**config.mk**
```make
export PLATFORM = sky130hd
export DESIGN_NAME = data_memory_dp
export DESIGN_NICKNAME = d
export VERILOG_FILES = /design/src/rtl/risc16_mem_pkg.sv /design/src/rtl/data_memory_init_seq.sv /design/src/rtl/data_memory_dp.sv
export SDC_FILE = /design/constraint.sdc
export NUM_CORES = 2
export LEC_CHECK = 0
export CORE_MARGIN = 5
export CORE_UTILIZATION = 25
export CTS_BUF_LIST = sky130_fd_sc_hd__clkbuf_4
export CTS_CLUSTER_DIAMETER = 30
export CTS_CLUSTER_SIZE = 30
export DETAILED_ROUTE_END_ITERATION = 8
export PLACE_DENSITY = 0.41
export SYNTH_ARGS = -nofsm -noshare
export SYNTH_HDL_FRONTEND = slang
export SYNTH_SLANG_ARGS = --single-unit
```
**constraint.sdc**
```tcl
create_clock -name clk0 -period 5.7 [get_ports clk0]
set_input_delay 1.425 -clock clk0 [delete_from_list [all_inputs] [get_ports clk0]]
set_output_delay 1.425 -clock clk0 [all_outputs]
set_load 0.02 [all_outputs]
```
**src/rtl/risc16_mem_pkg.sv**
```systemverilog
// Shared types and helpers for the RiSC-16 two-port data memory.
package risc16_mem_pkg;

  typedef enum logic [1:0] {
    ST_CLEAR   = 2'd0,
    ST_PRELOAD = 2'd1,
    ST_READY   = 2'd2
  } init_state_e;

  // Even parity; callers zero-extend narrower words, which leaves the XOR unchanged.
  function automatic logic parity(input logic [63:0] d);
    return ^d;
  endfunction

endpackage

```
**src/rtl/data_memory_init_seq.sv**
```systemverilog
// Post-reset sequencer: clears every word, then writes the single preload word.
module data_memory_init_seq
  import risc16_mem_pkg::*;
#(
  parameter int unsigned       DATA_W    = 16,
  parameter int unsigned       ADDR_W    = 6,
  parameter logic [DATA_W-1:0] CLEAR_VAL = '0,
  parameter int unsigned       PRE_ADDR  = 24,
  parameter logic [DATA_W-1:0] PRE_VAL   = 16'hff8f
) (
  input  logic              clk0,
  input  logic              reset,
  output logic              init_busy,
  output logic              init_we,
  output logic [ADDR_W-1:0] init_addr,
  output logic [DATA_W-1:0] init_data
);

  init_state_e       state_q, state_d;
  logic [ADDR_W-1:0] clr_cnt_q, clr_cnt_d;

  always_ff @(posedge clk0) begin
    if (reset) begin
      state_q   <= ST_CLEAR;
      clr_cnt_q <= '0;
    end else begin
      state_q   <= state_d;
      clr_cnt_q <= clr_cnt_d;
    end
  end

  always_comb begin
    state_d   = state_q;
    clr_cnt_d = clr_cnt_q;
    init_we   = 1'b0;
    init_addr = clr_cnt_q;
    init_data = CLEAR_VAL;
    unique case (state_q)
      ST_CLEAR: begin
        init_we = 1'b1;
        // Counter parks on the last word; only reset brings it back to zero.
        if (clr_cnt_q == '1) begin
          state_d = ST_PRELOAD;
        end else begin
          clr_cnt_d = clr_cnt_q + 1'b1;
        end
      end
      ST_PRELOAD: begin
        init_we   = 1'b1;
        init_addr = ADDR_W'(PRE_ADDR);
        init_data = PRE_VAL;
        state_d   = ST_READY;
      end
      ST_READY: begin
      end
      default: state_d = ST_CLEAR;
    endcase
    if (reset) init_we = 1'b0;
  end

  assign init_busy = reset || (state_q != ST_READY);

endmodule

```
**src/rtl/data_memory_dp.sv**
```systemverilog
// Two-port RiSC-16 data memory with post-reset clear/preload.
// Optional stored parity with port-0 checking when DATA_MEMORY_PARITY_EN is defined.
module data_memory_dp
  import risc16_mem_pkg::*;
#(
  parameter int unsigned       DATA_W    = 16,
  parameter int unsigned       ADDR_W    = 6,
  parameter logic [DATA_W-1:0] CLEAR_VAL = 16'h0000,
  parameter int unsigned       PRE_ADDR  = 24,
  parameter logic [DATA_W-1:0] PRE_VAL   = 16'hff8f
) (
  input  logic              clk0,
  input  logic              reset,
  input  logic              csb0,
  input  logic              web0,
  input  logic [ADDR_W-1:0] addr0,
  input  logic [DATA_W-1:0] din0,
  output logic [DATA_W-1:0] dout0,
  input  logic              csb1,
  input  logic              web1,
  input  logic [ADDR_W-1:0] addr1,
  input  logic [DATA_W-1:0] din1,
  output logic [DATA_W-1:0] dout1,
  output logic              init_busy,
  output logic              par_err0
);

  localparam int unsigned DEPTH = 2 ** ADDR_W;
`ifdef DATA_MEMORY_PARITY_EN
  localparam int unsigned MEM_W = DATA_W + 1;
`else
  localparam int unsigned MEM_W = DATA_W;
`endif

  logic [MEM_W-1:0]  mem [DEPTH];
  logic              init_we;
  logic [ADDR_W-1:0] init_addr;
  logic [DATA_W-1:0] init_data;
  logic [MEM_W-1:0]  wword_init, wword0, wword1, rword0, rword1;
  logic              we0, we1, re0, re1;

  data_memory_init_seq #(
    .DATA_W   (DATA_W),
    .ADDR_W   (ADDR_W),
    .CLEAR_VAL(CLEAR_VAL),
    .PRE_ADDR (PRE_ADDR),
    .PRE_VAL  (PRE_VAL)
  ) u_init_seq (
    .clk0     (clk0),
    .reset    (reset),
    .init_busy(init_busy),
    .init_we  (init_we),
    .init_addr(init_addr),
    .init_data(init_data)
  );

`ifdef DATA_MEMORY_PARITY_EN
  assign wword_init = {parity(64'(init_data)), init_data};
  assign wword0     = {parity(64'(din0)), din0};
  assign wword1     = {parity(64'(din1)), din1};
`else
  assign wword_init = init_data;
  assign wword0     = din0;
  assign wword1     = din1;
`endif

  assign we0 = !init_busy && !csb0 && !web0;
  assign re0 = !init_busy && !csb0 && web0;
  // Port 0 wins a same-address write collision.
  assign we1 = !init_busy && !csb1 && !web1 && !(we0 && (addr0 == addr1));
  assign re1 = !init_busy && !csb1 && web1;

  assign rword0 = mem[addr0];
  assign rword1 = mem[addr1];

  always_ff @(posedge clk0) begin
    if (init_we) begin
      mem[init_addr] <= wword_init;
    end else begin
      if (we1) mem[addr1] <= wword1;
      if (we0) mem[addr0] <= wword0;
    end
  end

  // Reads sample the array before this edge's writes land: read-first collisions.
  always_ff @(posedge clk0) begin
    if (reset) begin
      dout0 <= '0;
      dout1 <= '0;
    end else begin
      if (re0) dout0 <= rword0[DATA_W-1:0];
      if (re1) dout1 <= rword1[DATA_W-1:0];
    end
  end

`ifdef DATA_MEMORY_PARITY_EN
  always_ff @(posedge clk0) begin
    if (reset) begin
      par_err0 <= 1'b0;
    end else if (re0) begin
      par_err0 <= rword0[DATA_W] ^ parity(64'(rword0[DATA_W-1:0]));
    end
  end
`else
  assign par_err0 = 1'b0;
`endif

endmodule

```
-- Yosys cells after proc, flatten, opt, wreduce, memory -nomap -nowiden
Memory sizes are Yosys's and may differ from the RTL's. A register that Yosys moved wholly into a read port is not among the register bits.
Index checks and enable logic that the tools add are counted.
- flip-flop bits (word level): 8
- latch bits: 0
- RAM bits: 1024
- bits in read-only memories: 0
- input port bits: 50
- memories kept: 1
- memory list (name ; words ; width ; read ports ; clocked after Yosys merged registers in ; wr ports ; RTL line ; RTL):
    mem ; 64 ; 16 ; 2 ; 2 ; 2 ; data_memory_dp.sv:35 ; logic [MEM_W-1:0] mem [DEPTH];
- $add $sub $neg: 1
- multipliers: 0
- divide/modulo/power cells: 0
- order comparisons: 0
- equal/unequal tests: 6
- shift operators: 0
- muxes and demuxes: 17
- bitwise logic cells: 2
- reduce and logical (&&, ||, !) cells: 20
- operator list (kind ; number):
    16-bit 2-to-1 mux ; 2
    16-bit OR reduction ; 1
    6-bit 2-to-1 mux ; 2
    1-bit 2-to-1 mux ; 11
    1-bit logical AND ; 8
    6-bit by 1-bit adder with 6-bit output, second input constant ; 1
    6-bit equality test ; 1
    6-bit equality test, second input constant ; 1
    1-bit zero test ; 6
    2-bit case mux with 3 select lines ; 1
    2-bit AND reduction ; 2
    2-bit by 1-bit equality test with 1-bit output, second input constant ; 1
    2-bit equality test, second input constant ; 1
    2-bit zero test ; 1
    2-bit 2-to-1 mux ; 1
    2-bit by 1-bit != test with 1-bit output, second input constant ; 1
    2-bit != test, second input constant ; 1
    1-bit inverter ; 2
    2-bit OR reduction ; 1
    1-bit logical OR ; 1

-- Longest topological paths before layout
- word-level depth: 13
- gate-level depth with buffers: 11

-- Cells and area by module
A second synthesis with hierarchy kept.
- cells, all modules: 5299
- area total of the unflattened synthesis: 61001.0 µm²
- by module, submodules not included (module ; instances ; cells each ; area an instance (µm²)):
    data_memory_dp ; 1 ; 5231 ; 60391.7
    data_memory_init_seq ; 1 ; 68 ; 609.3

-- Worst setup path after synthesis
Ideal clock, no wire load.
- path type: input to register
- from: in reset
- to: mem mem[58][0] (netlist name) (enable)
- setup time: 411 ps
- arrival time: 4509 ps
- path slack: 779 ps
- stages on the path: 10
- buffers on the path: 4
- cell sequence: clkbuf_1 or3b_1 buf_2 nor3_2 a31oi_1 buf_4 buf_4 nor4_1 a31oi_2 o21ai_0
- RTL lines (element ; RTL line ; RTL):
    start, declared ; data_memory_dp.sv:13 ; input logic reset,
    end, declared ; data_memory_dp.sv:35 ;

-- Worst setup path after layout
- from: reg u_init_seq.state_q[1]
- to: out init_busy
- cells in the longest elaborated chain, start to end: 2
- ends and longest elaborated chain (element ; RTL line ; RTL):
    start, declared ; data_memory_init_seq.sv:19 ; init_state_e state_q, state_d;
    start signal, assigned ; data_memory_init_seq.sv:27 ; state_q <= state_d;
    2-bit != test ; data_memory_init_seq.sv:61 ; assign init_busy = reset || (state_q != ST_READY);
    1-bit logical OR ; data_memory_init_seq.sv:61 ;
    end, declared ; data_memory_dp.sv:24 ; output logic init_busy,
Every way passes these cells.

==> flow_metrics.tcl <==
set metrics [dict create \
    syn_to_final_growth_pct 18.6 \
    first_pass_iters 7 \
    post_drt_wl_per_cell_microns 35.7 \
    slowest_stage "clkdlybuf4s50_1" \
    crit_path_max_incr_delay_ns 0.69 \
    postSynthAreaPerCell_sq_um 11.2 \
    vdd_drop_max_mv 0.215 \
    setup_viol 0 \
    drive_above_1_share_pct 25.0 \
    min-delay-start "dout1[7]" \
    io_pins 84 \
    mostFrequentLayoutCells "edfxtp_1 (1024), nor2_1 (966), a21oi_1 (898), clkbuf_4 (402), mux4_2 (366)" \
    fin_ws_ns 1.10 \
    synth_edf_count 1024 \
    ff_latch_area_sq_um 31600 \
    core.rowCount 180 \
    syn-cell-area_sq_um 60400 \
    synth_area_leaders "edfxtp_1 (51%), mux4_2 (14%), a21oi_1 (7.5%)" \
    start_kind "flop" \
    synthCells 5394 \
    fp.dieH_microns 502 \
    critPathArrivalTime_ns 3.17 \
    port_buffers 82 \
    grt_pass1_wl_microns 431000 \
    synth_top_area_share_pct 50.9 \
    top_usage_layer "met2" \
    fill_cells 24800 \
    die_w_microns 502 \
    grt_pass1_vias 48000 \
    htree_levels 5 \
    cp.required_ns 4.28 \
    cellPowerDensity_nw_per_um2 270 \
    track_usage_pct 24.9 \
    max_freq_ghz 0.217 \
    fin_skew_ns 0.128 \
    final-max-slew-violation-count 0 \
    drc 0 \
    postRouteAntennaNets 0 \
    synth-seq-cells 1064 \
    cts_tree "done" \
    grtUsageMet1_pct 32.9 \
    clock_path_buffers 4 \
    cts_buffers 339 \
    via_per_inst 5.71 \
    hold_viol_final 0 \
    fin_crit_sh_pct 80.7 \
    grt_max_degree 87 \
    yosysTopAreaCell "edfxtp_1" \
    syn_nets 5445 \
    multi_input_area_sq_um 26900 \
    crit_fanout 7 \
    coreArea_sq_um 241000 \
    yosysSeqAreaShare_pct 52.2 \
    path_buf_inv 1 \
    place_congestion 1.01 \
    cpLargestDelayFamily "buffers and inverters" \
    maxSlewHeadroom_pct 4.73 \
    pre_cts_slack_ns 0.135 \
    hold_buffers 0 \
    tns_ns 0 \
    cts_sinks 1064 \
    cts_setup_buffers 0 \
    critical_path_class "reg2out" \
    post-dp-hpwl_microns 218000 \
    via_count 51500 \
    synthArstFlopShare_pct 0 \
    worstReg2RegStart "u_init_seq.state_q[1]" \
    endpoint_kind "primary output" \
    synth_ff_type "edfxtp_1" \
    start_util_pct 25.1 \
    ys_warn_count 0 \
    outcome "finished clean" \
    drt_wl_total_microns 322000 \
    layout_commonest_cell "edfxtp_1" \
    use_met2_pct 37.0 \
    cp-startpoint "u_init_seq.state_q[1]" \
    grt-ovfl-total 0 \
    insertion_delay_ns 1.39 \
    rsz0062_at_grt "false" \
    root_buffer "clkbuf_4" \
    clk_pin_slew_ns 0.06 \
    dieArea_sq_um 252000 \
    drt_iter0_markers 8007 \
    hold_path.class "reg2reg" \
    worstMarginPinSlew_ns 1.42 \
    leakagePower_nw 26.2 \
    cts_resized 0 \
    met3_usage_pct 5.81 \
    max_cap_violations 0 \
    path_cells "or3b_1 > clkdlybuf4s50_1" \
    antenna_found_initial 24 \
    ys_types 68 \
    layout_min_cycle_time_ns 4.60 \
    nets 5631 \
]
logic make-up after synthesis:
group / count (synthesis) / share of synthesized area, %
multiplexers: 662 / 18.7
adder cells (fa/ha/maj): 1 / 0.0207
other: 1 / 0.00621
flip-flops: 1064 / 52.2
buffers and inverters: 608 / 4.04
XOR/XNOR: 11 / 0.159
AND/OR/NAND/NOR: 1432 / 9.49
AO/OA/AOI/OAI: 1615 / 15.4
registers in the layout, indices dropped and copies added (netlist names):
register,flops
u_init_seq.state_q,2
dout0,16
dout1,16
mem,1024
u_init_seq.clr_cnt_q,6
worst register-to-register path, delay by kind of cell, from the launching register on:
| kind | cells | cell delay (ns) |
|---|---|---|
| AO/OA/AOI/OAI | 3 | 2.22 |
| AND/OR/NAND/NOR | 2 | 1.07 |
| flip-flops | 1 | 0.48 |
| buffers and inverters | 1 | 0.19 |
layout make-up:
cell class | count | share of cell area (%)
Antenna cell | 12 | 0.0419
Clock buffer | 402 | 4.21
Clock inverter | 195 | 2.60
Inverter | 6 | 0.0349
Multi-Input combinational cell | 3722 | 37.6
Sequential cell | 1064 | 44.0
Tap cell | 3185 | 5.56
Timing Repair Buffer | 447 | 5.93
through the flow:
stage	util, %	std cells	cell area [sq um]	total power, mW	hold WS [ns]
after floorplan	-	5394	60400	9.46	0.495
after global placement	27.8	8424	66800	10.4	0.565
after detailed placement	27.8	8424	66800	10.4	0.564
after CTS	29.8	9021	71600	19.5	0.556
after global routing	29.8	9023	71600	20.0	0.588
final	29.8	9033	71700	19.4	0.579
synth_stat cells (4+ instances only):
library cell	n
nand3_1	31
nor3b_1	7
a32o_1	5
edfxtp_1	1024
nand2b_1	9
a221o_1	13
o21ai_0	301
a221oi_1	94
a32oi_1	6
nor3_1	14
mux4_2	366
dfxtp_1	40
nand4_1	35
buf_1	65
mux2i_1	241
mux2_2	55
buf_2	117
or3_1	5
and3_1	6
or2_2	4
inv_1	4
o22a_1	6
a311oi_1	14
and2_1	9
nor2_1	969
xor2_1	9
o211ai_1	6
nand3b_1	5
clkbuf_1	417
nor2b_1	14
a21oi_1	900
a21oi_2	13
a31oi_1	19
o2bb2ai_1	4
nand2_1	312
a22o_1	19
o221ai_1	13
a22oi_1	92
a211oi_1	4
o22ai_1	77
final timing paths:
path	end	slack, ns	cells past startpoint
hold reg to reg	dout1[7]	0.58	2
setup reg to reg	mem[53][15]	1.23	6
setup / recovery	init_busy	1.10	2
hold / removal	dout1[7]	0.58	2
layer usage:
metal / up-vias / share of wire (%)
li1: 21200 / -
met1: 26100 / 40
met2: 3532 / 43
met3: 698 / 10
met4: 12 / 6.9
met5: - / 0.025
report_power, final:
group          switching, mW  internal [mW]  total (mW)
registers             0.0171           8.46        8.48
logic                   1.25          0.518        1.77
clock network           4.05           5.09        9.14
(Power assumes the default switching activity.)
